--- src/rtl/uart_pkg.sv ---
// Shared UART types and default sizing used by the receive/transmit datapaths.
package uart_pkg;

    localparam int unsigned UART_BYTE_W    = 8;
    localparam int unsigned UART_RX_DEPTH  = 16;
    localparam int unsigned UART_RX_THRESH = 8;

    typedef logic [UART_BYTE_W-1:0] uart_byte_t;

endpackage : uart_pkg

--- src/rtl/uart_rx_fifo_if.sv ---
// Receiver handshake plus CPU-side pop stream and status for the RX FIFO block.
interface uart_rx_fifo_if
    import uart_pkg::*;
#(
    parameter int unsigned DEPTH = UART_RX_DEPTH
) ();

    localparam int unsigned LW = $clog2(DEPTH) + 1;

    uart_byte_t        uart_rx_data;
    logic              uart_rx_ready;
    logic              uart_rx_ready_rst;
    uart_byte_t        rd_data;
    logic              rd_valid;
    logic              rd_en;
    logic [LW-1:0]     level;
    logic              rx_thresh;
    logic              overrun;
    logic              overrun_clr;

    // Environment side: receiver and bus/CPU consumer.
    modport master (
        output uart_rx_data, uart_rx_ready, rd_en, overrun_clr,
        input  uart_rx_ready_rst, rd_data, rd_valid, level, rx_thresh, overrun
    );

    // The FIFO block itself.
    modport slave (
        input  uart_rx_data, uart_rx_ready, rd_en, overrun_clr,
        output uart_rx_ready_rst, rd_data, rd_valid, level, rx_thresh, overrun
    );

endinterface : uart_rx_fifo_if

--- src/rtl/uart_sync_fifo.sv ---
// Show-ahead synchronous FIFO; qualifies push/pop requests against full/empty itself.
module uart_sync_fifo #(
    parameter  int unsigned WIDTH = 8,
    parameter  int unsigned DEPTH = 16,
    localparam int unsigned AW    = $clog2(DEPTH),
    localparam int unsigned LW    = AW + 1
) (
    input  logic             clk_i,
    input  logic             rst_ni,
    input  logic             push_req_i,
    input  logic             pop_req_i,
    input  logic [WIDTH-1:0] wdata_i,
    output logic [WIDTH-1:0] rdata_o,
    output logic             valid_o,
    output logic [LW-1:0]    level_o,
    output logic [LW-1:0]    level_next_o,
    output logic             drop_o
);

    logic [WIDTH-1:0] mem_q [DEPTH];
    logic [AW-1:0]    wptr_q, wptr_d;
    logic [AW-1:0]    rptr_q, rptr_d;
    logic [LW-1:0]    level_q, level_d;
    logic             valid_q;
    logic             full_c, pop_c, push_c;

    // A pop frees a slot in the same cycle, so a full FIFO can still accept a push.
    always_comb begin
        full_c = (level_q == LW'(DEPTH));
        pop_c  = pop_req_i & valid_q;
        push_c = push_req_i & (~full_c | pop_c);
        drop_o = push_req_i & full_c & ~pop_c;
        wptr_d = push_c ? wptr_q + AW'(1) : wptr_q;
        rptr_d = pop_c  ? rptr_q + AW'(1) : rptr_q;
        level_d = level_q + LW'(push_c) - LW'(pop_c);
    end

    always_ff @(posedge clk_i or negedge rst_ni) begin
        if (!rst_ni) begin
            wptr_q  <= '0;
            rptr_q  <= '0;
            level_q <= '0;
            valid_q <= 1'b0;
        end else begin
            wptr_q  <= wptr_d;
            rptr_q  <= rptr_d;
            level_q <= level_d;
            valid_q <= (level_d != '0);
        end
    end

    // Storage is intentionally left unreset.
    always_ff @(posedge clk_i) begin
        if (push_c) begin
            mem_q[wptr_q] <= wdata_i;
        end
    end

    assign rdata_o      = mem_q[rptr_q];
    assign valid_o      = valid_q;
    assign level_o      = level_q;
    assign level_next_o = level_d;

endmodule : uart_sync_fifo

--- src/rtl/uart_rx_fifo.sv ---
// RX byte capture with one-cycle ack to the receiver, buffered into a show-ahead FIFO with status flags.
module uart_rx_fifo
    import uart_pkg::*;
#(
    parameter int unsigned DEPTH  = UART_RX_DEPTH,
    parameter int unsigned AW     = $clog2(DEPTH),
    parameter int unsigned THRESH = UART_RX_THRESH
) (
    input  logic           uart_clk,
    input  logic           uart_rst_n,
    uart_rx_fifo_if.slave  bus
);

    localparam int unsigned LW = AW + 1;

    logic          ack_q, ack_d;
    logic          overrun_q, overrun_d;
    logic          thresh_q;
    logic          cap_c;
    logic          drop_c;
    logic [LW-1:0] level_c, level_next_c;
    uart_byte_t    rdata_c;
    logic          valid_c;

    // The receiver's ready is still high in the ack cycle; masking with the ack gives one capture per frame.
    always_comb begin
        cap_c     = bus.uart_rx_ready & ~ack_q;
        ack_d     = cap_c;
        overrun_d = overrun_q;
        if (bus.overrun_clr) begin
            overrun_d = 1'b0;
        end
        if (drop_c) begin
            overrun_d = 1'b1;
        end
    end

    always_ff @(posedge uart_clk or negedge uart_rst_n) begin
        if (!uart_rst_n) begin
            ack_q     <= 1'b0;
            overrun_q <= 1'b0;
            thresh_q  <= 1'b0;
        end else begin
            ack_q     <= ack_d;
            overrun_q <= overrun_d;
            thresh_q  <= (level_next_c >= LW'(THRESH));
        end
    end

    uart_sync_fifo #(
        .WIDTH (UART_BYTE_W),
        .DEPTH (DEPTH)
    ) u_fifo (
        .clk_i        (uart_clk),
        .rst_ni       (uart_rst_n),
        .push_req_i   (cap_c),
        .pop_req_i    (bus.rd_en),
        .wdata_i      (bus.uart_rx_data),
        .rdata_o      (rdata_c),
        .valid_o      (valid_c),
        .level_o      (level_c),
        .level_next_o (level_next_c),
        .drop_o       (drop_c)
    );

    assign bus.uart_rx_ready_rst = ack_q;
    assign bus.rd_data           = rdata_c;
    assign bus.rd_valid          = valid_c;
    assign bus.level             = level_c;
    assign bus.rx_thresh         = thresh_q;
    assign bus.overrun           = overrun_q;

endmodule : uart_rx_fifo

--- src/flat_wrapper.sv ---
// flat-port wrapper written by rule: the top's interface ports become plain ports
module uart_rx_fifo_flat import uart_pkg::*;
#(
    parameter int unsigned DEPTH  = UART_RX_DEPTH,
    parameter int unsigned AW     = $clog2(DEPTH),
    parameter int unsigned THRESH = UART_RX_THRESH
)
  (uart_clk, uart_rst_n, bus_uart_rx_data, bus_uart_rx_ready, bus_rd_en, bus_overrun_clr, bus_uart_rx_ready_rst, bus_rd_data, bus_rd_valid, bus_level, bus_rx_thresh, bus_overrun);
  uart_rx_fifo_if #(.DEPTH(DEPTH)) bus_i ();
  input  logic uart_clk;
  input  logic uart_rst_n;
  input wire logic [$bits(bus_i.uart_rx_data)-1:0] bus_uart_rx_data;
  input wire logic [$bits(bus_i.uart_rx_ready)-1:0] bus_uart_rx_ready;
  input wire logic [$bits(bus_i.rd_en)-1:0] bus_rd_en;
  input wire logic [$bits(bus_i.overrun_clr)-1:0] bus_overrun_clr;
  output wire logic [$bits(bus_i.uart_rx_ready_rst)-1:0] bus_uart_rx_ready_rst;
  output wire logic [$bits(bus_i.rd_data)-1:0] bus_rd_data;
  output wire logic [$bits(bus_i.rd_valid)-1:0] bus_rd_valid;
  output wire logic [$bits(bus_i.level)-1:0] bus_level;
  output wire logic [$bits(bus_i.rx_thresh)-1:0] bus_rx_thresh;
  output wire logic [$bits(bus_i.overrun)-1:0] bus_overrun;
  assign bus_i.uart_rx_data = bus_uart_rx_data;
  assign bus_i.uart_rx_ready = bus_uart_rx_ready;
  assign bus_i.rd_en = bus_rd_en;
  assign bus_i.overrun_clr = bus_overrun_clr;
  assign bus_uart_rx_ready_rst = bus_i.uart_rx_ready_rst;
  assign bus_rd_data = bus_i.rd_data;
  assign bus_rd_valid = bus_i.rd_valid;
  assign bus_level = bus_i.level;
  assign bus_rx_thresh = bus_i.rx_thresh;
  assign bus_overrun = bus_i.overrun;
  uart_rx_fifo #(.DEPTH(DEPTH), .AW(AW), .THRESH(THRESH)) u_core (.uart_clk(uart_clk), .uart_rst_n(uart_rst_n), .bus(bus_i));
endmodule
--- config.mk ---
export PLATFORM = sky130hd
export DESIGN_NAME = uart_rx_fifo_flat
export DESIGN_NICKNAME = d
export VERILOG_FILES = /design/src/rtl/uart_pkg.sv /design/src/rtl/uart_rx_fifo_if.sv /design/src/rtl/uart_sync_fifo.sv /design/src/rtl/uart_rx_fifo.sv /design/src/flat_wrapper.sv
export SDC_FILE = /design/constraint.sdc
export NUM_CORES = 1
export LEC_CHECK = 0
export CAP_MARGIN = 20
export CORE_ASPECT_RATIO = 1.75
export CORE_MARGIN = 3
export CORE_UTILIZATION = 60
export CTS_BUF_LIST = sky130_fd_sc_hd__clkbuf_8 sky130_fd_sc_hd__clkbuf_16
export CTS_CLUSTER_DIAMETER = 80
export DETAILED_ROUTE_END_ITERATION = 12
export GPL_ROUTABILITY_DRIVEN = 1
export PLACE_DENSITY_LB_ADDON = 0.25
export SLEW_MARGIN = 20
export SYNTH_ARGS = -nofsm -noshare
export SYNTH_HDL_FRONTEND = slang
export SYNTH_SLANG_ARGS = --single-unit
--- constraint.sdc ---
create_clock -name uart_clk -period 2.9 [get_ports uart_clk]
set_input_delay 0.435 -clock uart_clk [delete_from_list [all_inputs] [get_ports uart_clk]]
set_output_delay 0.435 -clock uart_clk [all_outputs]
set_load 0.05 [all_outputs]
# Word level (Yosys, flattened, before mapping)
# Memory sizes are Yosys's and may differ from the RTL's.
# Cells that the tools add are included.
[op_classes]
add_sub_neg = 4
n_bitwise = 9
mux = 4
eq_ne = 1
n_reduce_logical = 2
order_cmp = 1
[op_table]
columns = ["op", "count"]
rows = [
  ["adder 4 x 1 -> 4 bit (second input constant)", 2],
  ["adder 5 x 1 -> 5 bit", 1],
  ["AND 1 bit", 5],
  ["== test 5 bit (second input constant)", 1],
  ["greater-or-equal comparator 5 x 4 -> 1 bit (second input constant)", 1],
  ["nonzero test 5 bit", 1],
  ["subtractor 5 x 1 -> 5 bit", 1],
  ["two-way mux 1 bit", 4],
  ["NOT 1 bit", 3],
  ["nonzero test 2 bit", 1],
  ["bitwise OR 1 bit", 1],
]
[totals]
regBits = 17
ram_bits = 128
out_inout_bits = 17
elab_cells = 29
mem_count = 1
inputBits = 13
[mem_list]
columns = ["memory", "depth", "word_bits", "rd", "rd_ports_with_merged_regs", "wr", "line", "rtl"]
rows = [
  ["u_core.u_fifo.mem_q", 16, 8, 1, 0, 1, "uart_sync_fifo.sv:20", "logic [WIDTH-1:0] mem_q [DEPTH];"],
]

# Logic depth before layout (Yosys ltp)
[depth]
ltp_word = 7
depth_mapped = 10
ltp_nobuf = 10

# Cells and area by module
# A second synthesis with hierarchy kept.
[hier_totals]
cells_unflattened = 299
hier_area_um2 = 5849.4
[by_module_without_submodules]
columns = ["module", "n_inst", "cells_per_inst", "seq_area_each_um2", "area_per_inst_um2"]
rows = [
  ["uart_sync_fifo", 1, 292, 4194.0, 5750.5],
  ["uart_rx_fifo", 1, 7, 75.1, 98.8],
]

# Worst setup path after synthesis
# Ideal clock, no wire load.
[synth_path]
path_type = "register -> register"
start = "reg u_core.u_fifo.level_q[3] (netlist: u_core.u_fifo.level_o[3])"
end = "reg u_core.u_fifo.valid_q (netlist: u_core.u_fifo.valid_o)"
setup_slack_ns = 0.353
period_less_slack_ns = 2.547
required_ns = 2.764
setup_time_ns = 0.136
path_buffers = 0
path_stages_with_launch = 11
arrival_time_ns = 2.411
path_cell_list = "dfrtp_1 > inv_1 > ha_1 > a41o_1 > o21ai_0 > ha_1 > fa_1 > a21oi_1 > o21bai_1 > xnor2_1 > nand3_1"
[synth_between]
elab_chain_cells = 7
[synth_lines]
columns = ["element", "line", "rtl"]
rows = [
  ["start: declaration", "uart_sync_fifo.sv:23", "logic [LW-1:0] level_q, level_d;"],
  ["start signal: assignment", "uart_sync_fifo.sv:47", "level_q <= level_d;"],
  ["== test 5 bit", "uart_sync_fifo.sv:29", "full_c = (level_q == LW'(DEPTH));"],
  ["NOT 1 bit", "uart_sync_fifo.sv:31", "push_c = push_req_i & (~full_c | pop_c);"],
  ["bitwise OR 1 bit", "uart_sync_fifo.sv:31", ""],
  ["AND 1 bit", "uart_sync_fifo.sv:31", ""],
  ["adder 5 x 1 -> 5 bit *", "uart_sync_fifo.sv:35", "level_d = level_q + LW'(push_c) - LW'(pop_c);"],
  ["subtractor 5 x 1 -> 5 bit *", "uart_sync_fifo.sv:35", ""],
  ["nonzero test 5 bit *", "uart_sync_fifo.sv:48", "valid_q <= (level_d != '0);"],
  ["end signal: assignment", "uart_sync_fifo.sv:48", ""],
  ["end: declaration", "uart_sync_fifo.sv:24", "logic valid_q;"],
]
# Mark *: on every way between the ends. The rest lies on a longest branch, timed or not.
# A chain may end at the register's enable or synchronous reset.

# Final worst setup path
[layout_path]
start = "reg u_core.u_fifo.rptr_q[0]"
end = "out bus_rd_data[7]"
[layout_between]
elab_chain_cells = 1
[layout_lines]
columns = ["element", "line", "rtl"]
rows = [
  ["start: declaration", "uart_sync_fifo.sv:22", "logic [AW-1:0] rptr_q, rptr_d;"],
  ["start signal: assignment", "uart_sync_fifo.sv:46", "rptr_q <= rptr_d;"],
  ["memory (16 x 8 bit)", "n/a", ""],
  ["end: declaration", "flat_wrapper.sv:17", "output wire logic [$bits(bus_i.rd_data)-1:0] bus_rd_data;"],
]
# Every way passes these cells.

==> results.json <==
{
  "ys_seq_elements": 145,
  "r2r-end": "u_core.u_fifo.valid_o",
  "ys_top_cells_by_area": "edfxtp_1 (64%), dfrtp_1 (7.0%), mux4_2 (6.0%)",
  "wirelength_um": 11500,
  "startpoint": "u_core.u_fifo.rptr_q[0]",
  "drtPass1Iterations": 4,
  "grt_pass1_vias": 3143,
  "critical_path.startpoint_type": "register",
  "setup_tns_ns": 0,
  "path_class": "register to output port",
  "grt_pass1_wl_um": 18200,
  "finalSetupViolCount": 0,
  "clock_latency_ns": 0.41,
  "cts_root_buffer": "clkbuf_16",
  "vias_per_cell": 6.00,
  "antenna_found_initial": 0,
  "yosys_warnings": 0,
  "worstPathMaxFanout": 20,
  "place_hpwl_um": 7930,
  "die_y_um": 139,
  "gr-usage-all-layers_pct": 22.7,
  "end_kind": "output port",
  "worstPathArrival_ns": 2.40,
  "cts.clk_slew.worst_paths_ns": 0.06,
  "yosys.cell_types.count": 38,
  "path_cells": "buf_4 > mux2i_1 > a221oi_1 > a22oi_1 > nand2_1 > buf_4",
  "cts.sink_count": 145,
  "cts_hold_buf": 0,
  "async_flop_share_pct": 11.7,
  "cp_slowest_cell": "a221oi_1",
  "synth-edff-count": 128,
  "finalHoldViolCount": 0,
  "synthTopCellsByCount": "edfxtp_1 (128), mux2i_1 (32), dfrtp_1 (17)",
  "peakVddDrop_uv": 887,
  "cp_top_family": "compound AO/OA/AOI/OAI gates",
  "worstMarginPinSlew_ns": 0.760,
  "n_fill_cell": 610,
  "p_leak_nw": 2.50,
  "cts_tree": "done",
  "synth_top_area_share_pct": 63.6,
  "power.density_nw_per_um2": 1110,
  "drcViolationCount": 0,
  "die_x_um": 81.9,
  "whs_ns": 0.478,
  "routabilityCongestion": 0.795,
  "cts_htree_levels": 4,
  "core_um2": 9640,
  "status": "completed",
  "ioPinCount": 30,
  "period_share_pct": 97.6,
  "reg2reg_slack_ns": 0.52,
  "synth_top_cell_by_area": "edfxtp_1",
  "num_antenna_cells": 0,
  "syn_to_final_growth_pct": 15.7,
  "yosys.cell_count.top_type": "edfxtp_1",
  "finalClockSkew_ns": 0.00620,
  "crit_top_cell": "buf_4",
  "cp.required_ns": 2.47,
  "syn-num-nets": 353,
  "endpoint": "bus_rd_data[7]",
  "slowest_delay_ns": 0.60,
  "vias": 3061,
  "grt-ovfl-total": 0,
  "postSynthCellCount": 329,
  "path_depth": 6,
  "slew_violations": 0,
  "synth_area_um2": 6040,
  "postSynthAreaPerCell_um2": 18.4,
  "grt_max_degree": 32,
  "rows": 47,
  "portBuffers": 29,
  "fin_crit_ns": 2.83,
  "ant_nets": 0,
  "drive_gt1_share_pct": 22.7,
  "clockBufferDepth": 2,
  "cts_made_buffers": 17,
  "r2r_cells": 10,
  "max_freq_mhz": 353,
  "cp_num_buf_inv": 2,
  "hold_path.class": "input pin to asynchronous set/reset pin",
  "dieArea_um2": 11400,
  "cap_violations": 0,
  "drt_iter0_markers": 278,
  "r2r_start": "u_core.u_fifo.level_o[2]",
  "synthFlopType": "edfxtp_1",
  "slew_headroom_pct": 49.2,
  "finalNetCount": 399,
  "synth.yosys.seq_area_share_pct": 70.6,
  "cts_post_setup_buffers_inserted": 0,
  "rsz0062_at_grt": "no",
  "wl_per_cell_um": 22.6,
  "start_util_pct": 62.7
}
-- final cells by class --
cell class / count / area [um2] / area share [%]
clock inverters: 15 / 144 / 2.06
repair buffers: 43 / 388 / 5.55
flip-flops and latches: 145 / 4270 / 61.1
inverters: 14 / 52.6 / 0.752
well taps: 122 / 153 / 2.18
multi-input cells: 154 / 1560 / 22.3
clock buffers: 17 / 425 / 6.08
-- worst min path at each step --
stage,cells past startpoint,to
floorplan,0,u_core.bus.overrun
global placement,2,u_core.bus.overrun
detailed placement,2,u_core.bus.overrun
CTS,1,u_core.u_fifo.rptr_q[2]
global route,1,u_core.u_fifo.level_o[0]
finish,1,u_core.u_fifo.level_o[0]
-- sequential cells by signal (all words and copies together), names as in the netlist --
signal	flops
u_core.u_fifo.mem_q	128
u_core.bus.overrun	1
u_core.u_fifo.level_o	5
u_core.u_fifo.valid_o	1
u_core.u_fifo.rptr_q	4
u_core.bus.uart_rx_ready_rst	1
u_core.u_fifo.wptr_q	4
u_core.bus.rx_thresh	1
-- logic make-up (layout without fill, tap and decap cells) --
kind of cell / count (synthesis) / after routing / share of synthesized area (%)
flops: 145 / 145 / 70.6
compound gates: 41 / 41 / 6.23
mux: 49 / 49 / 11.4
xor+xnor: 10 / 10 / 1.45
fa+ha+maj: 11 / 11 / 2.40
simple gates: 43 / 43 / 3.83
buf+inv: 30 / 89 / 4.00
-- cell usage in the layout (no fill, tap or decap), types with 4 or more instances in the layout --
cell             netlist  layout
a221oi_2              11      14
a22oi_1                8       8
and2_1                 9       9
buf_4                  1      21
clkbuf_16              0      17
clkdlybuf4s50_1        0      21
dfrtp_1               17      16
edfxtp_1             128     128
ha_1                  10      10
inv_1                 14      14
mux2i_1               32      32
mux4_2                16      16
nand2_1               14      14
nor2_1                 5       5
nor4_1                 4       4
o21ai_0               10      10
xnor2_1                9       9
-- power breakdown --
group          leakage [nW]  switching [mW]  total, mW  internal (mW)
sequential             1.35           0.215       2.73           2.52
combinational         0.875            1.84       2.97           1.12
clock                 0.272           0.790       2.05           1.26
total                  2.50            2.85       7.75           4.90
-- timing repair --
item | in CTS | in global routing
setup endpoints to repair | 8 | 5
gates resized for setup | 2 | 3
gates cloned | 0 | 0
endpoints found under the hold margin | 0 | 0
-- worst reg2reg max path, stage by stage (launching register included) --
cell and delay, ns:
dfrtp_1 0.40, inv_1 0.12, ha_1 0.24, a41o_1 0.21, o21ai_0 0.08, ha_1 0.21, fa_1 0.40, a21oi_1 0.16
o21bai_1 0.08, xnor2_1 0.25, nand3_1 0.10
-- stage by stage --
step	std cells	util, %	setup WS [ns]	total power, mW	instance area, um2
2_1_floorplan	329	-	0.353	5.05	6040
3_3_place_gp	478	66.3	0.274	5.67	6400
3_5_place_dp	478	66.3	0.245	5.72	6400
4_1_cts	510	72.3	0.0445	7.77	6970
5_1_grt	510	72.5	0.0452	8.11	6990
6_report	510	72.5	0.0697	7.75	6990
-- layer usage --
metal | share of wire (%) | track usage, %
met2 | 57 | 38.3
met5 | 0 | 0
met3 | 3.7 | 4.94
met1 | 37 | 27.9
met4 | 2.9 | 8.84
No activity file was read; power rests on OpenSTA's default activity.
